--- src/rtl/sqrt_scheduler.sv ---
// Round-robin front end that time-shares one integer square-root extractor
// among NUM_REQ requesters and returns root, remainder and requester ID.

module square_extractor #(
    parameter int WIDTH = 4
) (
    input  logic               clk,
    input  logic               rst_n,
    input  logic [2*WIDTH-1:0] din,
    output logic [WIDTH-1:0]   dout,
    output logic [2*WIDTH-1:0] remainder
);
    logic [2*WIDTH+1:0] rem_v;
    logic [2*WIDTH+1:0] trial_v;
    logic [WIDTH-1:0]   root_v;
    logic [WIDTH-1:0]   dout_q;
    logic [2*WIDTH-1:0] rem_q;

    // NOTE: blocking assignments here are deliberate; each loop pass must see
    // the partial root/remainder produced by the previous pass.
    always_comb begin
        rem_v   = '0;
        trial_v = '0;
        root_v  = '0;
        for (int i = WIDTH - 1; i >= 0; i--) begin
            rem_v   = {rem_v[2*WIDTH-1:0], din[2*i +: 2]};
            trial_v = (2*WIDTH+2)'({root_v, 2'b01});
            if (rem_v >= trial_v) begin
                rem_v  = rem_v - trial_v;
                root_v = (root_v << 1) | WIDTH'(1);
            end else begin
                root_v = root_v << 1;
            end
        end
    end

    always_ff @(posedge clk or negedge rst_n) begin
        if (!rst_n) begin
            dout_q <= '0;
            rem_q  <= '0;
        end else begin
            dout_q <= root_v;
            rem_q  <= rem_v[2*WIDTH-1:0];
        end
    end

    assign dout      = dout_q;
    assign remainder = rem_q;
endmodule

module sqrt_scheduler #(
    parameter int WIDTH   = 4,
    parameter int NUM_REQ = 3,
    parameter int LATENCY = 4 * WIDTH,
    parameter int ID_W    = $clog2(NUM_REQ)
) (
    input  logic                       clk,
    input  logic                       rst_n,
    input  logic [NUM_REQ-1:0]         req_valid,
    output logic [NUM_REQ-1:0]         req_ready,
    input  logic [NUM_REQ*2*WIDTH-1:0] req_radicand,
    output logic                       rsp_valid,
    input  logic                       rsp_ready,
    output logic [ID_W-1:0]            rsp_id,
    output logic [WIDTH-1:0]           rsp_root,
    output logic [2*WIDTH-1:0]         rsp_remainder,
    output logic                       busy
);
    localparam int RAD_W = 2 * WIDTH;
    localparam int CNT_W = $clog2(LATENCY + 1);

    typedef enum logic [1:0] {IDLE, RUN, RESP} state_t;

    state_t             state_q;
    logic [RAD_W-1:0]   radicand_q;
    logic [ID_W-1:0]    id_q;
    logic [ID_W-1:0]    last_grant_q;
    logic [CNT_W-1:0]   cnt_q;
    logic               rsp_valid_q;
    logic [ID_W-1:0]    rsp_id_q;
    logic [WIDTH-1:0]   rsp_root_q;
    logic [RAD_W-1:0]   rsp_rem_q;
    logic               busy_q;

    logic               grant_found;
    logic [ID_W-1:0]    grant_id;
    logic [NUM_REQ-1:0] grant_oh;
    logic [RAD_W-1:0]   grant_radicand;
    logic [ID_W:0]      search_idx;
    logic [WIDTH-1:0]   ext_dout;
    logic [RAD_W-1:0]   ext_rem;

    // Search starts one past the last winner so every requester gets a turn.
    always_comb begin
        grant_found    = 1'b0;
        grant_id       = '0;
        grant_oh       = '0;
        grant_radicand = '0;
        search_idx     = '0;
        for (int k = 1; k <= NUM_REQ; k++) begin
            search_idx = {1'b0, last_grant_q} + (ID_W+1)'(k);
            if (search_idx >= (ID_W+1)'(NUM_REQ))
                search_idx = search_idx - (ID_W+1)'(NUM_REQ);
            if (!grant_found && req_valid[search_idx[ID_W-1:0]]) begin
                grant_found = 1'b1;
                grant_id    = search_idx[ID_W-1:0];
            end
        end
        for (int i = 0; i < NUM_REQ; i++) begin
            if (grant_found && grant_id == ID_W'(i)) begin
                grant_oh[i]    = 1'b1;
                grant_radicand = req_radicand[i*RAD_W +: RAD_W];
            end
        end
    end

    // Gated by rst_n so no requester sees a handshake while reset is held.
    assign req_ready = (state_q == IDLE && rst_n) ? grant_oh : '0;

    square_extractor #(.WIDTH(WIDTH)) u_extractor (
        .clk       (clk),
        .rst_n     (rst_n),
        .din       (radicand_q),
        .dout      (ext_dout),
        .remainder (ext_rem)
    );

    // NOTE: every piece of sequential state, including the radicand holding
    // register, is reset here so an aborted job leaves no residue behind.
    always_ff @(posedge clk or negedge rst_n) begin
        if (!rst_n) begin
            state_q      <= IDLE;
            radicand_q   <= '0;
            id_q         <= '0;
            last_grant_q <= ID_W'(NUM_REQ - 1);
            cnt_q        <= '0;
            rsp_valid_q  <= 1'b0;
            rsp_id_q     <= '0;
            rsp_root_q   <= '0;
            rsp_rem_q    <= '0;
            busy_q       <= 1'b0;
        end else begin
            case (state_q)
                IDLE: begin
                    if (grant_found) begin
                        radicand_q   <= grant_radicand;
                        id_q         <= grant_id;
                        last_grant_q <= grant_id;
                        cnt_q        <= CNT_W'(LATENCY - 1);
                        state_q      <= RUN;
                        busy_q       <= 1'b1;
                    end
                end
                RUN: begin
                    if (cnt_q == '0) begin
                        rsp_root_q  <= ext_dout;
                        rsp_rem_q   <= ext_rem;
                        rsp_id_q    <= id_q;
                        rsp_valid_q <= 1'b1;
                        state_q     <= RESP;
                    end else begin
                        cnt_q <= cnt_q - CNT_W'(1);
                    end
                end
                RESP: begin
                    if (rsp_ready) begin
                        rsp_valid_q <= 1'b0;
                        state_q     <= IDLE;
                        busy_q      <= 1'b0;
                    end
                end
                default: begin
                    state_q <= IDLE;
                    busy_q  <= 1'b0;
                end
            endcase
        end
    end

    assign rsp_valid     = rsp_valid_q;
    assign rsp_id        = rsp_id_q;
    assign rsp_root      = rsp_root_q;
    assign rsp_remainder = rsp_rem_q;
    assign busy          = busy_q;
endmodule

--- config.mk ---
export PLATFORM = sky130hd
export DESIGN_NAME = sqrt_scheduler
export DESIGN_NICKNAME = d
export VERILOG_FILES = /design/src/rtl/sqrt_scheduler.sv
export SDC_FILE = /design/constraint.sdc
export NUM_CORES = 1
export LEC_CHECK = 0
export BUFFER_PORTS_ARGS = -buffer_cell sky130_fd_sc_hd__buf_2
export CELL_PAD_IN_SITES_DETAIL_PLACEMENT = 1
export CELL_PAD_IN_SITES_GLOBAL_PLACEMENT = 2
export CORE_UTILIZATION = 35
export DETAILED_ROUTE_END_ITERATION = 8
export GPL_TIMING_DRIVEN = 0
export HOLD_SLACK_MARGIN = 0.15
export PLACE_DENSITY_LB_ADDON = 0.1
export SLEW_MARGIN = 20
export SYNTH_ARGS = -nofsm -noshare
export SYNTH_HDL_FRONTEND = slang
export SYNTH_SLANG_ARGS = --single-unit
--- constraint.sdc ---
create_clock -name clk -period 6.2 [get_ports clk]
set_input_delay 0 -clock clk [delete_from_list [all_inputs] [get_ports clk]]
set_output_delay 0 -clock clk [all_outputs]
set_load 0.02 [all_outputs]
==> impl.org <==
** Status
- The flow ran to the end, and the final reports show no timing, DRC or antenna violations.

** Worst hold path
- Hold Startpoint :: req_radicand[13]
- In this run the worst hold path is classified as in2reg.

** Detailed routing
- Antenna-violating nets left :: 0
- For this block, wires on met1 add up to 3.25 mm.
- Via count of the routed design :: 2307
- The first detailed-routing pass took 4 iterations.
- Total wire length :: 6.51 mm
- After detailed routing, the average wire length per cell comes to 14.0 µm.
- Number of design rule violations left after detail routing :: 0
- Met3 wire length :: 207 µm
- Drt initial violations :: 42
- Wire length on met2 :: 3.01 mm
- DR top layer :: met4
- Ratio of routed vias to standard cells :: 4.96

** Die
- Site row count :: 32
- For this configuration, the core starts out at a cell density of 0.365.
- 49 I/O pins were placed.
- Height of the chip :: 92.3 µm
- Chip width :: 92.3 µm
- The floorplan step defined a die boundary enclosing 8510 µm².
- Core Box Area :: 7810 µm²

** Final layout
- P&R area growth vs syn :: 20.6%
- Layout cell share with drive strength beyond 1 :: 0.240
- The number of antenna diodes in the final layout is 0.
- After the last flow step, the layout net total stands at 408.

** Timing
- Setup repair after global routing left no endpoint under its margin.
- Final worst path period share :: 0.818
- Slew headroom :: 0.530
- Total setup violations reported at the end of the flow :: 0
- Setup total negative slack on the finished layout was measured at 0 ns.
- Derived from the worst setup path, the maximum achievable clock frequency is 197 MHz.
- Between clock sinks in the finished design, the worst skew comes to 0.00705 ns.
- The max-slew violation total from the final report was 0.
- Transition time at the pin with the least slew margin :: 0.703 ns
- Crit path time final :: 5.07 ns
- The total count of hold-check failures in the final report was 0.

** Global route
- The first global-routing pass estimated 11.5 mm of wire.
- For this run, the total global-route usage over all layers was measured as 0.168.
- Vias in the first global route :: 2449
- The initial antenna violation count was 0.
- Entering global routing, the biggest net connects 48 pins.
- Residual overflow from global routing :: 0

** Logic synthesis
- Dominant cells by area after synthesis :: sky130_fd_sc_hd__dfrtp_1 39%, sky130_fd_sc_hd__ha_1 7.0%, sky130_fd_sc_hd__mux2i_1 6.3%
- Proportion of netlist area held by the largest area contributor :: 0.395
- Leading post-synthesis cells by instance count :: 45 x sky130_fd_sc_hd__dfrtp_1, 37 x sky130_fd_sc_hd__nand2_1, 26 x sky130_fd_sc_hd__inv_1
- Synthesis inferred 46 register bits.
- Post-Syn Area :: 2850 µm²
- The netlist uses 59 different library cells.
- The cell count after synthesis came out at 294.
- Proportion of register bits with asynchronous set or reset after synthesis :: 1.00
- The number of nets in the synthesized netlist is 340.
- For this run, the register share of the synthesized area comes to 0.404.
- Averaged over all synthesized cells, the footprint is 9.70 µm².
- The synthesized design spends more area on one cell type than any other, namely sky130_fd_sc_hd__dfrtp_1.
- Most common cell in the netlist :: sky130_fd_sc_hd__dfrtp_1
- Synth Warn # :: 0
- The most used flip-flop cell after synthesis is sky130_fd_sc_hd__dfrtp_1.
- In this run, synthesis inferred 0 flip-flops with an integrated enable.

** Worst setup path
- Element type at the critical path start :: register
- For the worst setup path, the data required time is 6.38 ns.
- STA puts the critical path data arrival time at 5.26 ns.
- Launching element of the worst setup path :: radicand_q[4]$_DFFE_PN0P_
- Launch point of the worst reg-to-reg path :: radicand_q[4]$_DFFE_PN0P_
- Type of the worst setup path :: reg2reg
- Ordered list of cells on the worst path :: inv_1 -> ha_1 -> nor3b_2 -> nor2_4 -> nor2_1 -> a21oi_1 -> ha_1 -> a21oi_1 -> nor3b_4 -> nand2_4 -> a21oi_1 -> ha_1 -> clkbuf_1 -> nor2b_1 -> and3_1 -> a221o_1 -> a21o_1 -> nor3_4 -> mux2_4
- CP max FO :: 10
- The worst setup path is captured at a register.
- On the worst path, the slowest cell contributes a delay of 0.55 ns.
- Worst-path cell with the longest stage delay :: sky130_fd_sc_hd__dfrtp_1

** Job
- Maximum capacitance violations :: 0

** Clock tree
- The clock reaches the later pin of the worst-skew pair after 0.30 ns.
- CTS HTree Levels :: 2
- After clock tree synthesis, the clock-pin slew on the worst setup and hold paths is 0.09 ns.
- CTS placed an instance of sky130_fd_sc_hd__clkbuf_8 at the clock tree root.
- TritonCTS built the clock tree.
- The number of clock buffers added by TritonCTS is 5.
- Clock net sink count :: 46
- Post-CTS setup-driven buffer insertion count :: 0
- In this run the deepest clock path goes through 2 buffers.

** Place
- Routability-driven placement finished with a final weighted congestion of 0.745.
- The HPWL after detailed placement is 5.06 mm.
- Number of input and output port buffers inserted :: 48
worst paths after layout:
kind | endpoint | slack (ns) | cells after the start
worst max-delay path | u_extractor.remainder[3]$_DFF_PN0_ | 1.13 | 19
min in group asynchronous | rsp_valid$_DFFE_PN0P_ | 0.24 | 2
worst min-delay path | radicand_q[5]$_DFFE_PN0P_ | 0.14 | 5
worst max register to register | u_extractor.remainder[3]$_DFF_PN0_ | 1.13 | 19
worst min register to register | rsp_remainder[2]$_DFFE_PN0P_ | 0.48 | 1
max in group asynchronous | u_extractor.dout[2]$_DFF_PN0_ | 5.56 | 2
repair_timing:
| action | in CTS | in global routing |
|---|---|---|
| hold buffers | 12 | 0 |
| endpoints found under the hold margin | 56 | 0 |
| resized for setup | 0 | 0 |
layout make-up:
cell class	count	area, µm²
Clock inverter	3	23.8
Buffer	9	41.3
Multi-Input combinational cell	212	1550
Tap cell	102	128
Timing Repair Buffer	61	367
Clock buffer	5	68.8
Sequential cell	46	1150
Inverter	27	106
Fill cell	924	4370
state kept, by name, summed over array words and instances (netlist names):
| signal | count |
|---|---|
| busy | 1 |
| cnt_q | 5 |
| id_q | 2 |
| last_grant_q | 1 |
| radicand_q | 8 |
| rsp_id | 2 |
| rsp_remainder | 8 |
| rsp_root | 4 |
| rsp_valid | 1 |
| state_q | 2 |
| u_extractor.dout | 4 |
| u_extractor.remainder | 8 |
per-stage QoR:
stage / std cells / hold slack (ns) / cell area, µm² / utilization / setup WS, ns
global route: 465 / 0.173 / 3440 / 0.441 / 0.721
CTS: 465 / 0.151 / 3440 / 0.440 / 1.08
detailed placement: 445 / 0.215 / 3220 / 0.413 / 1.10
finish: 465 / 0.144 / 3440 / 0.441 / 1.13
global placement: 444 / 0.210 / 3220 / 0.412 / 1.16
floorplan: 294 / -0.296 / 2850 / - / 1.91
layer usage:
layer	up-vias	GRT usage
li1	1158	-
met2	45	0.279
met5	-	0
met1	1100	0.228
met4	0	0.0352
met3	4	0.0290
placed cells by master (no fill, tap or decap), types with 2 or more instances in the layout:
| master | count |
|---|---|
| sky130_fd_sc_hd__a21oi_1 | 14 |
| sky130_fd_sc_hd__clkbuf_8 | 5 |
| sky130_fd_sc_hd__nor3_1 | 3 |
| sky130_fd_sc_hd__a31oi_1 | 2 |
| sky130_fd_sc_hd__or3_1 | 3 |
| sky130_fd_sc_hd__a211oi_1 | 2 |
| sky130_fd_sc_hd__and4b_1 | 2 |
| sky130_fd_sc_hd__xor2_1 | 3 |
| sky130_fd_sc_hd__or2b_1 | 2 |
| sky130_fd_sc_hd__o31ai_1 | 2 |
| sky130_fd_sc_hd__xnor2_1 | 9 |
| sky130_fd_sc_hd__ha_1 | 16 |
| sky130_fd_sc_hd__clkbuf_1 | 8 |
| sky130_fd_sc_hd__mux2_2 | 13 |
| sky130_fd_sc_hd__dfrtp_1 | 45 |
| sky130_fd_sc_hd__clkinvlp_4 | 2 |
| sky130_fd_sc_hd__o22ai_1 | 3 |
| sky130_fd_sc_hd__nand2_1 | 37 |
| sky130_fd_sc_hd__nor2b_1 | 4 |
| sky130_fd_sc_hd__nand4_1 | 2 |
| sky130_fd_sc_hd__mux2i_1 | 18 |
| sky130_fd_sc_hd__nor4_1 | 3 |
| sky130_fd_sc_hd__mux2_4 | 3 |
| sky130_fd_sc_hd__dlygate4sd3_1 | 12 |
| sky130_fd_sc_hd__inv_6 | 2 |
| sky130_fd_sc_hd__a21boi_0 | 2 |
| sky130_fd_sc_hd__buf_2 | 47 |
| sky130_fd_sc_hd__a21o_1 | 2 |
| sky130_fd_sc_hd__o21ai_0 | 16 |
| sky130_fd_sc_hd__nand2b_1 | 4 |
| sky130_fd_sc_hd__nor2_1 | 17 |
| sky130_fd_sc_hd__inv_1 | 26 |
| sky130_fd_sc_hd__nand3_1 | 2 |
worst max-delay path, delay by kind of cell (launching register included):
kind | cells | cell delay (ns)
DFF | 1 | 0.55
AOI/OAI and AO/OA | 5 | 1.27
and+or+nand+nor | 8 | 1.62
adders and majority gates | 3 | 0.89
buffers and inverters | 2 | 0.27
muxes | 1 | 0.34
kinds of logic (layout without fill, tap and decap cells):
group / Yosys count / after routing / share of synthesized area
xor+xnor: 12 / 12 / 0.0369
mux: 34 / 34 / 0.130
fa+ha+maj: 16 / 16 / 0.0702
buf+inv: 36 / 105 / 0.0518
flops: 46 / 46 / 0.404
simple gates: 93 / 93 / 0.176
compound gates: 57 / 57 / 0.130
Power is not shown: default switching activity piles up to over one toggle a cycle in this logic, so the estimate is an artifact.
